### src/rtl/canny_pkg.sv
// Shared constants, group payload and pixel quantizer for the edge-detection front end.
package canny_pkg;

  localparam int unsigned IMG_DIM    = 20;
  localparam int unsigned TOTAL_REG  = IMG_DIM * IMG_DIM;
  localparam int unsigned IN_WIDTH   = 8;
  localparam int unsigned BIT_LENGTH = 5;
  localparam int unsigned LANES      = 5;
  localparam int unsigned GROUPS     = TOTAL_REG / LANES;
  localparam int unsigned FIFO_DEPTH = 4;
  localparam int unsigned QMAX       = (1 << BIT_LENGTH) - 1;

  typedef struct packed {
    logic [LANES-1:0][BIT_LENGTH-1:0] pix;
    logic                             last;
  } group_t;

  // Round-to-nearest divide by 8 with saturation at the top code.
  function automatic logic [BIT_LENGTH-1:0] quantize(input logic [IN_WIDTH-1:0] p);
    logic [IN_WIDTH:0] s;
    s = (IN_WIDTH+1)'(p) + (IN_WIDTH+1)'(4);
    s = s >> 3;
    if (s > (IN_WIDTH+1)'(QMAX)) return BIT_LENGTH'(QMAX);
    return BIT_LENGTH'(s);
  endfunction

endpackage

### src/rtl/pixel_stream_packer_if.sv
// Pixel input handshake and five-lane group output bus of the packer.
interface pixel_stream_packer_if;
  import canny_pkg::*;

  logic                  in_valid;
  logic                  in_ready;
  logic                  in_sof;
  logic [IN_WIDTH-1:0]   in_pixel;
  logic                  out_valid;
  logic                  out_ready;
  logic [BIT_LENGTH-1:0] pixel_out0;
  logic [BIT_LENGTH-1:0] pixel_out1;
  logic [BIT_LENGTH-1:0] pixel_out2;
  logic [BIT_LENGTH-1:0] pixel_out3;
  logic [BIT_LENGTH-1:0] pixel_out4;
  logic                  load_end;
  logic                  frame_err;

  modport master (
    output in_valid, in_sof, in_pixel, out_ready,
    input  in_ready, out_valid, pixel_out0, pixel_out1, pixel_out2, pixel_out3,
           pixel_out4, load_end, frame_err
  );

  modport slave (
    input  in_valid, in_sof, in_pixel, out_ready,
    output in_ready, out_valid, pixel_out0, pixel_out1, pixel_out2, pixel_out3,
           pixel_out4, load_end, frame_err
  );
endinterface

### src/rtl/group_fifo.sv
// Synchronous FIFO of pixel groups; head entry is read combinationally.
module group_fifo
  import canny_pkg::*;
#(
  parameter int unsigned DEPTH = FIFO_DEPTH
) (
  input  logic   clk,
  input  logic   rst_n,
  input  logic   i_push,
  input  group_t i_data,
  input  logic   i_pop,
  output group_t o_data,
  output logic   o_full,
  output logic   o_empty
);
  localparam int unsigned AW = (DEPTH > 1) ? $clog2(DEPTH) : 1;
  localparam int unsigned CW = AW + 1;

  group_t        r_mem [DEPTH];
  logic [AW-1:0] r_wr_ptr;
  logic [AW-1:0] r_rd_ptr;
  logic [CW-1:0] r_count;
  logic          w_wr;
  logic          w_rd;

  assign o_full  = (r_count == CW'(DEPTH));
  assign o_empty = (r_count == '0);
  assign w_wr    = i_push && !o_full;
  assign w_rd    = i_pop && !o_empty;
  assign o_data  = r_mem[r_rd_ptr];

  always_ff @(posedge clk or negedge rst_n) begin
    if (!rst_n) begin
      for (int unsigned i = 0; i < DEPTH; i++) r_mem[i] <= '0;
      r_wr_ptr <= '0;
      r_rd_ptr <= '0;
      r_count  <= '0;
    end else begin
      if (w_wr) begin
        r_mem[r_wr_ptr] <= i_data;
        r_wr_ptr        <= r_wr_ptr + AW'(1);
      end
      if (w_rd) r_rd_ptr <= r_rd_ptr + AW'(1);
      if (w_wr && !w_rd)      r_count <= r_count + CW'(1);
      else if (w_rd && !w_wr) r_count <= r_count - CW'(1);
    end
  end
endmodule

### src/rtl/pixel_stream_packer.sv
// Quantizes 8-bit raster pixels to 5 bits, packs five per group and queues groups
// for the five-lane pixel bus, marking the final group of each frame.
module pixel_stream_packer
  import canny_pkg::*;
(
  input logic                  clk,
  input logic                  reset,
  pixel_stream_packer_if.slave bus
);
  localparam int unsigned LW = $clog2(LANES);
  localparam int unsigned GW = $clog2(GROUPS);

  logic [LW-1:0]         r_lane;
  logic [GW-1:0]         r_grp;
  logic [BIT_LENGTH-1:0] r_stage [LANES-1];
  logic                  r_drain;
  logic                  r_frame_err;

  logic [BIT_LENGTH-1:0] w_q;
  logic                  w_lane_top;
  logic                  w_last;
  logic                  w_in_ready;
  logic                  w_accept;
  logic                  w_resync;
  logic                  w_push;
  logic                  w_pop;
  logic                  w_full;
  logic                  w_empty;
  group_t                w_grp;
  group_t                w_head;

  assign w_q        = quantize(bus.in_pixel);
  assign w_lane_top = (r_lane == LW'(LANES - 1));
  assign w_last     = (r_grp == GW'(GROUPS - 1));
  assign w_in_ready = !(w_lane_top && w_full) && !r_drain;
  assign w_accept   = bus.in_valid && w_in_ready;
  assign w_resync   = w_accept && bus.in_sof && ((r_lane != '0) || (r_grp != '0));
  assign w_push     = w_accept && !w_resync && w_lane_top;
  assign w_pop      = !w_empty && bus.out_ready;

  always_comb begin
    w_grp = '0;
    for (int unsigned i = 0; i < LANES - 1; i++) w_grp.pix[i] = r_stage[i];
    w_grp.pix[LANES-1] = w_q;
    w_grp.last         = w_last;
  end

  // A misplaced start-of-frame makes the current pixel pixel 0 of a fresh frame.
  always_ff @(posedge clk or negedge reset) begin
    if (!reset) begin
      r_lane <= '0;
      r_grp  <= '0;
      for (int unsigned i = 0; i < LANES - 1; i++) r_stage[i] <= '0;
    end else if (w_resync) begin
      r_stage[0] <= w_q;
      r_lane     <= LW'(1);
      r_grp      <= '0;
    end else if (w_accept) begin
      if (w_lane_top) begin
        r_lane <= '0;
        r_grp  <= w_last ? '0 : r_grp + GW'(1);
      end else begin
        for (int unsigned i = 0; i < LANES - 1; i++)
          if (r_lane == LW'(i)) r_stage[i] <= w_q;
        r_lane <= r_lane + LW'(1);
      end
    end
  end

  // Input stalls from the last push of a frame until that group leaves the FIFO.
  always_ff @(posedge clk or negedge reset) begin
    if (!reset) begin
      r_drain     <= 1'b0;
      r_frame_err <= 1'b0;
    end else begin
      r_frame_err <= w_resync;
      if (w_push && w_last)          r_drain <= 1'b1;
      else if (w_pop && w_head.last) r_drain <= 1'b0;
    end
  end

  group_fifo #(.DEPTH(FIFO_DEPTH)) u_fifo (
    .clk    (clk),
    .rst_n  (reset),
    .i_push (w_push),
    .i_data (w_grp),
    .i_pop  (w_pop),
    .o_data (w_head),
    .o_full (w_full),
    .o_empty(w_empty)
  );

  assign bus.in_ready   = w_in_ready;
  assign bus.out_valid  = !w_empty;
  assign bus.pixel_out0 = w_head.pix[0];
  assign bus.pixel_out1 = w_head.pix[1];
  assign bus.pixel_out2 = w_head.pix[2];
  assign bus.pixel_out3 = w_head.pix[3];
  assign bus.pixel_out4 = w_head.pix[4];
  assign bus.load_end   = w_head.last;
  assign bus.frame_err  = r_frame_err;
endmodule

### src/flat_wrapper.sv
// flat-port wrapper written by rule: the top's interface ports become plain ports
module pixel_stream_packer_flat import canny_pkg::*;
  (clk, reset, bus_in_valid, bus_in_sof, bus_in_pixel, bus_out_ready, bus_in_ready, bus_out_valid, bus_pixel_out0, bus_pixel_out1, bus_pixel_out2, bus_pixel_out3, bus_pixel_out4, bus_load_end, bus_frame_err);
  pixel_stream_packer_if bus_i ();
  input logic clk;
  input logic reset;
  input wire logic [$bits(bus_i.in_valid)-1:0] bus_in_valid;
  input wire logic [$bits(bus_i.in_sof)-1:0] bus_in_sof;
  input wire logic [$bits(bus_i.in_pixel)-1:0] bus_in_pixel;
  input wire logic [$bits(bus_i.out_ready)-1:0] bus_out_ready;
  output wire logic [$bits(bus_i.in_ready)-1:0] bus_in_ready;
  output wire logic [$bits(bus_i.out_valid)-1:0] bus_out_valid;
  output wire logic [$bits(bus_i.pixel_out0)-1:0] bus_pixel_out0;
  output wire logic [$bits(bus_i.pixel_out1)-1:0] bus_pixel_out1;
  output wire logic [$bits(bus_i.pixel_out2)-1:0] bus_pixel_out2;
  output wire logic [$bits(bus_i.pixel_out3)-1:0] bus_pixel_out3;
  output wire logic [$bits(bus_i.pixel_out4)-1:0] bus_pixel_out4;
  output wire logic [$bits(bus_i.load_end)-1:0] bus_load_end;
  output wire logic [$bits(bus_i.frame_err)-1:0] bus_frame_err;
  assign bus_i.in_valid = bus_in_valid;
  assign bus_i.in_sof = bus_in_sof;
  assign bus_i.in_pixel = bus_in_pixel;
  assign bus_i.out_ready = bus_out_ready;
  assign bus_in_ready = bus_i.in_ready;
  assign bus_out_valid = bus_i.out_valid;
  assign bus_pixel_out0 = bus_i.pixel_out0;
  assign bus_pixel_out1 = bus_i.pixel_out1;
  assign bus_pixel_out2 = bus_i.pixel_out2;
  assign bus_pixel_out3 = bus_i.pixel_out3;
  assign bus_pixel_out4 = bus_i.pixel_out4;
  assign bus_load_end = bus_i.load_end;
  assign bus_frame_err = bus_i.frame_err;
  pixel_stream_packer u_core (.clk(clk), .reset(reset), .bus(bus_i));
endmodule
### config.mk
export PLATFORM = sky130hd
export DESIGN_NAME = pixel_stream_packer_flat
export DESIGN_NICKNAME = d
export VERILOG_FILES = /design/src/rtl/canny_pkg.sv /design/src/rtl/pixel_stream_packer_if.sv /design/src/rtl/group_fifo.sv /design/src/rtl/pixel_stream_packer.sv /design/src/flat_wrapper.sv
export SDC_FILE = /design/constraint.sdc
export NUM_CORES = 1
export LEC_CHECK = 0
export ABC_AREA = 1
export BUFFER_PORTS_ARGS = -buffer_cell sky130_fd_sc_hd__buf_4
export CORE_MARGIN = 4
export CORE_UTILIZATION = 35
export CTS_CLUSTER_DIAMETER = 30
export DETAILED_ROUTE_END_ITERATION = 12
export GPL_TIMING_DRIVEN = 1
export SYNTH_ARGS = -nofsm -noshare
export SYNTH_HDL_FRONTEND = slang
export SYNTH_SLANG_ARGS = --single-unit
### constraint.sdc
create_clock -name clk -period 5.9 [get_ports clk]
set_clock_uncertainty 0.1 [all_clocks]
set_input_delay 1.18 -clock clk [delete_from_list [all_inputs] [get_ports clk]]
set_output_delay 1.18 -clock clk [all_outputs]
set_load 0.02 [all_outputs]
### Yosys cells after proc, flatten, opt, wreduce, memory -nomap -nowiden

Cells that the tools add are included.
W data, S select, Z words.

| word-level totals | value |
|---|---|
| flip-flop bits (word level) | 143 |
| input port bits | 13 |
| output and inout port bits | 29 |
| logic and storage cells | 121 |

| cells by class | value |
|---|---|
| $add $sub $neg | 7 |
| magnitude comparators | 4 |
| equal/unequal tests | 7 |
| multiplexer cells | 27 |
| bitwise logic cells | 4 |
| reduce and logical (&&, ||, !) cells | 37 |

Operator list:

| operator | count |
|---|---|
| $bwmux W104 | 1 |
| $mux W26 | 3 |
| $bmux W26 S2 | 1 |
| $demux W26 S2 | 1 |
| $mux W20 | 2 |
| $mux W5 | 7 |
| $mux W7 | 4 |
| $logic_and A1 B1 Y1 | 15 |
| $mux W3 | 5 |
| $reduce_and A4 Y1 | 3 |
| $reduce_bool A2 Y1 | 5 |
| $add A8 B3 Y9 const B | 1 |
| $add A7 B1 Y7 const B | 1 |
| $eq A7 B7 Y1 const B | 1 |
| $logic_not A1 Y1 | 7 |
| $reduce_bool A7 Y1 | 1 |
| $add A3 B1 Y3 const B | 2 |
| $eq A3 B2 Y1 const B | 2 |
| $eq A3 B3 Y1 const B | 2 |
| $ge A3 B3 Y1 const B | 2 |
| $gt A6 B5 Y1 const B | 1 |
| $logic_not A3 Y1 | 2 |
| $not A2 Y3 | 2 |
| $add A2 B1 Y2 const B | 2 |
| other kinds (10) | 13 |

### Longest topological paths before layout

Gate-level depths: netlist of the first run.

| depth | value |
|---|---|
| depth in word-level cells | 15 |
| gate-level depth with buffers | 16 |

### By module

A second synthesis of the first run with hierarchy kept.

| unflattened totals | value |
|---|---|
| cells, all modules | 932 |
| area total of the unflattened synthesis | 7382.1 um^2 |

Modules (own cells, without submodules):

| module | instances | cells an instance | area an instance (um^2) |
|---|---|---|---|
| group_fifo | 1 | 690 | 5525.3 |
| pixel_stream_packer | 1 | 242 | 1856.8 |

### Worst setup path before layout of the first run

OpenSTA, ideal clock, no wires.

| timing path | value |
|---|---|
| kind | input port to flip-flop |
| start point | input bus_in_valid |
| end point | register u_core.u_fifo.r_count[2] |
| data arrival time | 2.699 ns |
| data required time | 5.669 ns |
| slack | 2.970 ns |
| stages on the path | 10 |
| path buffers | 2 |
| cell sequence | nand4_1 -> nor2_4 -> buf_6 -> buf_4 -> ha_1 -> inv_1 -> fa_1 -> a21oi_1 -> o21ai_0 -> xor2_1 |

| between the ends | value |
|---|---|
| word-level cells in the longest chain between the ends | 10 |
| elaborated cells on any way between the ends | 12 |
| those cells by class | mux (1); reduce/logical (11) |

RTL lines:

| what | line | text |
|---|---|---|
| start, declared | flat_wrapper.sv:7 | `input wire logic [$bits(bus_i.in_valid)-1:0] bus_in_valid;` |
| $logic_and A1 B1 Y1 (*) | pixel_stream_packer.sv:36 | `assign w_accept = bus.in_valid && w_in_ready;` |
| $logic_and A1 B1 Y1 (2 in a row) | pixel_stream_packer.sv:37 | `assign w_resync = w_accept && bus.in_sof && ((r_lane != '0) \|\| (r_grp != '0));` |
| $logic_not A1 Y1 | pixel_stream_packer.sv:38 | `assign w_push = w_accept && !w_resync && w_lane_top;` |
| $logic_and A1 B1 Y1 (*) (2 in a row) | pixel_stream_packer.sv:38 |  |
| $logic_and A1 B1 Y1 (*) | group_fifo.sv:28 | `assign w_wr = i_push && !o_full;` |
| named net u_core.u_fifo.w_wr | group_fifo.sv:23 | `logic w_wr;` |
| $logic_not A1 Y1 | group_fifo.sv:45 | `else if (w_rd && !w_wr) r_count <= r_count - CW'(1);` |
| $logic_and A1 B1 Y1 | group_fifo.sv:45 |  |
| $reduce_bool A2 Y1 (no line) | -- |  |
| end signal, assigned | group_fifo.sv:44 | `if (w_wr && !w_rd) r_count <= r_count + CW'(1);` |
| end signal, assigned | group_fifo.sv:45 |  |
| end, declared | group_fifo.sv:22 | `logic [CW-1:0] r_count;` |

Mark *: on every way through the listed nets, which the timed path passes. The rest lies on a longest branch.
A chain may end at the register's enable or synchronous reset.

### Worst setup path after layout of the first run

| timing path | value |
|---|---|
| start point | register u_core.u_fifo.r_rd_ptr[1] |
| end point | output bus_pixel_out4[0] |

| between the ends | value |
|---|---|
| word-level cells in the longest chain between the ends | 4 |

RTL lines:

| what | line | text |
|---|---|---|
| start, declared | group_fifo.sv:21 | `logic [AW-1:0] r_rd_ptr;` |
| start signal, assigned | group_fifo.sv:43 | `if (w_rd) r_rd_ptr <= r_rd_ptr + AW'(1);` |
| $not A2 Y3 (not written as such) | group_fifo.sv:30 | `assign o_data = r_mem[r_rd_ptr];` |
| $bmux W26 S2 | group_fifo.sv:30 |  |
| $mux W26 (not written as such) (2 in a row) | group_fifo.sv:30 |  |
| end, declared | flat_wrapper.sv:17 | `output wire logic [$bits(bus_i.pixel_out4)-1:0] bus_pixel_out4;` |

No other way between the ends. The select of a mux whose other input is x is not followed.

==> results of run 1 <==
==> how the worst max path moves through the flow <==
stage                                                from                                    to  cells after the start
finish              u_core.u_fifo.r_rd_ptr[1]$_DFFE_PN0P_                     bus_pixel_out4[0]                      5
global placement    u_core.u_fifo.r_rd_ptr[1]$_DFFE_PN0P_                     bus_pixel_out3[4]                      5
floorplan                                    bus_in_valid  u_core.u_fifo.r_count[2]$_DFFE_PN0P_                     10
detailed placement                           bus_in_valid   u_core.u_fifo.r_mem[10]$_DFFE_PN0P_                      7
CTS                 u_core.u_fifo.r_rd_ptr[1]$_DFFE_PN0P_                     bus_pixel_out3[4]                      5
global route        u_core.u_fifo.r_rd_ptr[1]$_DFFE_PN0P_                     bus_pixel_out2[0]                      5
==> cell type report <==
class | instances | area [um2]
clock buffer | 20 | 466.7
clock inverter | 12 | 187.7
fill | 2047 | 11400
inverter | 40 | 150.1
multi-input combinational | 619 | 2903
sequential | 143 | 3578
tap | 265 | 331.6
timing repair buffer | 50 | 379.1
==> metal layers <==
metal | part of all wire, % | up-vias
met5 | 0 | -
met2 | 47 | 134
met4 | 1.3 | 0
li1 | - | 2823
met1 | 47 | 2768
met3 | 4.8 | 20
==> logic make-up after synthesis <==
logic type,Yosys count,share of synthesized area (%)
adder cells (fa/ha/maj),14,2.655
flip-flops,143,52.00
multiplexers,1,0.1636
buffers and inverters,90,5.818
AO/OA/AOI/OAI,101,7.927
AND/OR/NAND/NOR,495,30.42
XOR/XNOR,8,1.018
==> report_power, final <==
part	internal, uW	total, uW	switching (uW)
sequential	1270	1490	227
clock	779	1190	413
combinational	521	1560	1040
total	2570	4250	1680
==> cell usage in the layout, fill, tap and decap left out, drive strengths merged <==
cell type  Yosys  layout
nand2        286     286
dfrtp        143     143
nand3        119     119
nor2          73      73
o21ai         67      67
buf           24      50
inv           39      39
o22ai         25      25
clkbuf        26      20
nand4         14      14
ha            13      13
xor2           7       7
a21oi          7       7
clkinv         1       7
bufinv         0       5
nor3           1       1
o31ai          1       1
mux2           1       1
xnor2          1       1
nor3b          1       1
nand3b         1       1
o211ai         1       1
fa             1       1
clkinvlp       0       1
==> worst reg2reg max path, delay by kind of cell, from the launching register on <==
| family | cells | cell delay, ps |
|---|---|---|
| DFF | 1 | 440 |
| buffers and inverters | 4 | 1350 |
| and+or+nand+nor | 6 | 840 |
| adders and majority gates | 1 | 240 |
==> stage by stage <==
step | hold slack [ps] | std cells
floorplan | 336.6 | 852
global placement | 348.6 | 1117
detailed placement | 353.0 | 1117
CTS | 368.1 | 1149
global route | 390.6 | 1149
finish | 362.6 | 1149
==> sequential cells by signal, summed over array words and instances (netlist names) <==
| name | cells |
|---|---|
| u_core.r_grp | 7 |
| u_core.bus.frame_err | 1 |
| u_core.u_fifo.r_count | 3 |
| u_core.r_lane | 3 |
| u_core.u_fifo.r_mem | 104 |
| u_core.r_stage | 20 |
| u_core.r_drain | 1 |
| u_core.u_fifo.r_wr_ptr | 2 |
| u_core.u_fifo.r_rd_ptr | 2 |
==> summary.md, run 1 <==
| Metric | Value |
|---|---|
| Final hold vios | 0 |
| Synth Area per Inst | roughly 8.1 um2 |
| Total chip power | around 4200 uW |
| Final period utilization | 61.53% |
| Crit end category | output pin |
| Reg2Reg Launch Point | u_core.r_lane[0]$_DFFE_PN0P_ |
| Dominant synthesized flop cell | dfrtp_1 |
| CTS tree | built |
| DP HPWL | roughly 10000 um |
| Nets | roughly 900 |
| Synth cell types | 30 |
| Global routing usage on met3 | approximately 3.7% |
| RSZ-0062 raised after global routing | no |
| Static leakage | approximately 0.0042 uW |
| Vias/cell | around 5.0 |
| Routed wire length | 18320 um |
| DRC viols | 0 |
| Total negative slack | 0 ps |
| Top Usage Layer GRT | met2 |
| Vias in the first global route | 5681 |
| Setup violations, final | 0 |
| Synth warn | 0 |
| Initial core utilization | between 30% and 40% |
| Crit-path slowest cell | inv_1 |
| Layout cells sized above 1 | just over 10% |
| DR pass1 iterations | 5 |
| Peak supply drop | about 270 uV |
| DIE AREA | between 0.02 and 0.025 mm2 |
| IO Pins | 42 |
| Resize count post-CTS | 0 |
| Post-Syn Area | between 0.006 and 0.007 mm2 |
| Initial antenna violation count | 0 |
| CP most frequent cell | buf_4 |
| Max Root-Sink Buffers | 2 |
| Final ANT Viol Nets | 0 |
| Hold path cells | 2 |
| Dominant cell type by area after synthesis | dfrtp_1 |
| Pre-CTS setup slack | about 2600 ps |
| Htree depth | 4 |
| Routed vias | 5745 |
| Commonest cells post-synth | nand2_1, dfrtp_1, nand3_1 |
| Clock Pin Slew Worst Setup and Hold Paths | ~60 ps |
| Register area share after synthesis | 52.00% |
| Pwr/cell area | roughly 530 mW/mm2 |
| EDFF count, synth | 0 |
| Placed instance area | 0.007342 mm2 |
| R2r setup slk | 2870 ps |
| Number of port buffers | 39 |
| Height of the die | 148.2 um |
| Routed length per placed instance | between 15 and 20 um |
| HP Start | u_core.u_fifo.r_mem[58]$_DFFE_PN0P_ |
| Synth async-reset ratio | between 90% and 100% |
| FP Rows | 51 |
| Setup bufs post-CTS | 0 |
| Final worst path period need | 3631 ps |
| Cells after synthesis | around 850 |
| Clk Tree Root Cell | clkbuf_16 |
| Ranking of synthesized cells by area | dfrtp_1, nand2_1, nand3_1, o21ai_0, nor2_1 |
| GRT Total Usage | between 10% and 20% |
| Routing usage on met1 | roughly a quarter |
| Max Fanout on Critical Path | 28 |
| Global-route wire length before repair | slightly above 30000 um |
| Met2 Usage GRT | a little over a quarter |
| Top-area cell type share of the netlist area | a little over half |
| Hold buffer count at CTS | 0 |
| Crit path buf inv count | 3 |
| Worst path required time | between 4000 and 5000 ps |
| Worst Setup Start Kind | register |
| Worst r2r path cells | 11 |
| Min-delay worst type | register to register |
| FF-to-FF End | u_core.u_fifo.r_mem[10]$_DFFE_PN0P_ |
| Worst-Margin Slew | 1059 ps |
| Syn nets | ~880 |
| Num CTS Buffers | 17 |
| Status | complete, no violations |
| Core area | just under 0.02 mm2 |
| GP Congestion | 0.7961 |
| Slew Viols, Final | 0 |
| CP Cell Sequence | buf_4, inv_1, o21ai_0, o22ai_1, buf_4 |
| Worst skew pair latency | 420 ps |
| Design Area, Final | between 0.007 and 0.008 mm2 |
| Fmax | 0.2754 GHz |
| Max-cap viol count | 0 |
| Synth Register Bits | about 140 |
| DIE WIDTH | between 100 and 150 um |
| CP delay by family, top | buffers and inverters |
| Sink Count | approximately 140 |
| Overflow after GRT | 0 |
| Hold EP | u_core.u_fifo.r_mem[58]$_DFFE_PN0P_ |
| Largest net degree at the start of global routing | 112 |
| N_diodes | 0 |
| Slew HR | between 20 and 30% |
| Top-count cell post-synth | nand2_1 |
| Initial DRC count | ~390 |
| Area delta synth->final | 16.20% |
| Crit Path Category | register to output pin |
| Arrival time at the worst endpoint | about 2400 ps |
| Final core utilization | about two fifths |
| Final worst slack | around 2300 ps |
| CP max stage delay | between 600 and 700 ps |
(Power assumes the default switching activity.)
==> run 2, diff against run 1 <==
==> constraint.sdc (replaced) <==
create_clock -name clk -period 3.3 [get_ports clk]
set_clock_uncertainty 0.1 [all_clocks]
set_input_delay 0.66 -clock clk [delete_from_list [all_inputs] [get_ports clk]]
set_output_delay 0.66 -clock clk [all_outputs]
set_load 0.02 [all_outputs]
==> summary.md, run 2 (synthesis results as in run 1) <==
| Metric | Value |
|---|---|
| Core area | 0.01940 mm2 |
| Top Usage Layer GRT | met2 |
| Min-delay worst type | input port to async pin |
| Total chip power | approximately 7700 uW |
| Area delta synth->final | 17.11% |
| Worst skew pair latency | approximately 420 ps |
| Setup violations, final | 0 |
| Worst path required time | between 2000 and 3000 ps |
| Pwr/cell area | 951.3 mW/mm2 |
| Nets | 902 |
| Routed length per placed instance | 16.05 um |
| FP Rows | 51 |
| Clock Pin Slew Worst Setup and Hold Paths | approximately 60 ps |
| Crit Path Category | register to output pin |
| Total negative slack | 0 ps |
| Status | complete, no violations |
| Top reg by flops | u_core.u_fifo.r_mem |
| Routing usage on met1 | 24.74% |
| Static leakage | 0.004245 uW |
| Max-cap viol count | 0 |
| Most frequent cells in the layout | nand2_1, dfrtp_1, nand3_1, nor2_1, o21ai_0 |
| Final core utilization | about two fifths |
| Peak supply drop | roughly 340 uV |
| Setup bufs post-CTS | 0 |
| Overflow after GRT | 0 |
| Crit end category | output pin |
| Routed wire length | ~19000 um |
| Routed vias | slightly below 6000 |
| Worst-Margin Slew | 878.5 ps |
| DRC viols | 0 |
| Max reg flops | between 100 and 150 |
| Final period utilization | approximately nine tenths |
| CP Cell Sequence | clkinv_1, buf_4, o21ai_0, o22ai_1, buf_4 |
| CP most frequent cell | buf_4 |
| Slew Viols, Final | 0 |
| Height of the die | about 150 um |
| Biggest regs | u_core.u_fifo.r_mem x104, u_core.r_stage x20, u_core.r_grp x7 |
| Vias in the first global route | 5589 |
| DP HPWL | 10850 um |
| Number of port buffers | 39 |
| GRT Total Usage | 17.57% |
| CTS tree | built |
| Fmax | between 0.3 and 0.4 GHz |
| Largest net degree at the start of global routing | between 100 and 150 |
| Initial core utilization | between 30% and 40% |
| Global-route wire length before repair | around 30000 um |
| Final worst path period need | approximately 3000 ps |
| Slew HR | 41.04% |
| Resize count post-CTS | 0 |
| N_diodes | 0 |
| DR pass1 iterations | 5 |
| Global routing usage on met3 | approximately 4.4% |
| Final ANT Viol Nets | 0 |
| Vias/cell | a little over 5 |
| Max Fanout on Critical Path | 26 |
| Met2 Usage GRT | 27.11% |
| Final hold vios | 0 |
| Initial antenna violation count | 0 |
| Most common cell after layout, fill and taps aside | nand2_1 |
| Layout cells sized above 1 | between 10% and 20% |
| CP max stage delay | 470 ps |
| DIE WIDTH | roughly 150 um |
| IO Pins | 42 |
| RSZ-0062 raised after global routing | no |
| GP Congestion | slightly above 0.8 |
| Max Root-Sink Buffers | 2 |
| Htree depth | 4 |
| Num CTS Buffers | 17 |
| Hold buffer count at CTS | 0 |
| DIE AREA | 0.02197 mm2 |
| Clk Tree Root Cell | clkbuf_16 |
| Arrival time at the worst endpoint | 2240 ps |
| Sink Count | 143 |
| Initial DRC count | approximately 410 |
| Crit-path slowest cell | clkinv_1 |
| Worst Setup Start Kind | register |
## run 2: worst paths after layout
check,start,to,slack [ps],depth (start not counted)
setup / recovery,u_core.u_fifo.r_rd_ptr[0]$_DFFE_PN0P_,bus_pixel_out3[0],300,5
max in group asynchronous,reset,u_core.r_lane[1]$_DFFE_PN0P_,2060,2
setup reg to reg,u_core.r_lane[0]$_DFFE_PN0P_,u_core.u_fifo.r_mem[81]$_DFFE_PN0P_,510,11
hold reg to reg,u_core.u_fifo.r_mem[42]$_DFFE_PN0P_,u_core.u_fifo.r_mem[42]$_DFFE_PN0P_,360,2
hold / removal,reset,u_core.u_fifo.r_mem[4]$_DFFE_PN0P_,160,1
min in group clk,u_core.u_fifo.r_mem[42]$_DFFE_PN0P_,u_core.u_fifo.r_mem[42]$_DFFE_PN0P_,360,2
## run 2: critical path, delay by kind of cell (launching register included)
family          cells  cell delay (ps)
flops               1              340
buf+inv             3             1090
compound gates      2              380
## run 2: routing by layer
layer	share of wire, %	wire length (um)
met1	47	8650
met2	47	8691
met3	5.0	925
met4	1.3	238
met5	0	0
## run 2: power by group
| group | internal, uW | total, uW | switching [uW] | leakage [uW] |
|---|---|---|---|---|
| Clock | 1380 | 2160 | 773 | 0.000316 |
| Combinational | 962 | 2840 | 1870 | 0.00201 |
| Sequential | 2270 | 2670 | 406 | 0.00192 |
| Total | 4610 | 7670 | 3050 | 0.00425 |
## run 2: area by class of cell
type	count	area (um2)
Inverter	40	150.1
Clock inverter	13	209.0
Clock buffer	19	452.9
Timing Repair Buffer	54	434.2
Tap cell	265	331.6
Fill cell	1965	11340
Multi-Input combinational cell	619	2903
Sequential cell	143	3578
## run 2: metrics by stage
step | area (um2) | hold slack [ps] | worst slack, ps | instances
6_report | 8059 | 160.1 | 298.7 | 1153
3_3_place_gp | 7397 | 349.1 | 683.3 | 1121
2_1_floorplan | 6882 | 264.4 | 673.4 | 852
3_5_place_dp | 7397 | 353.0 | 623.2 | 1121
4_1_cts | 8059 | 180.2 | 312.8 | 1153
5_1_grt | 8059 | 212.9 | 137.8 | 1153
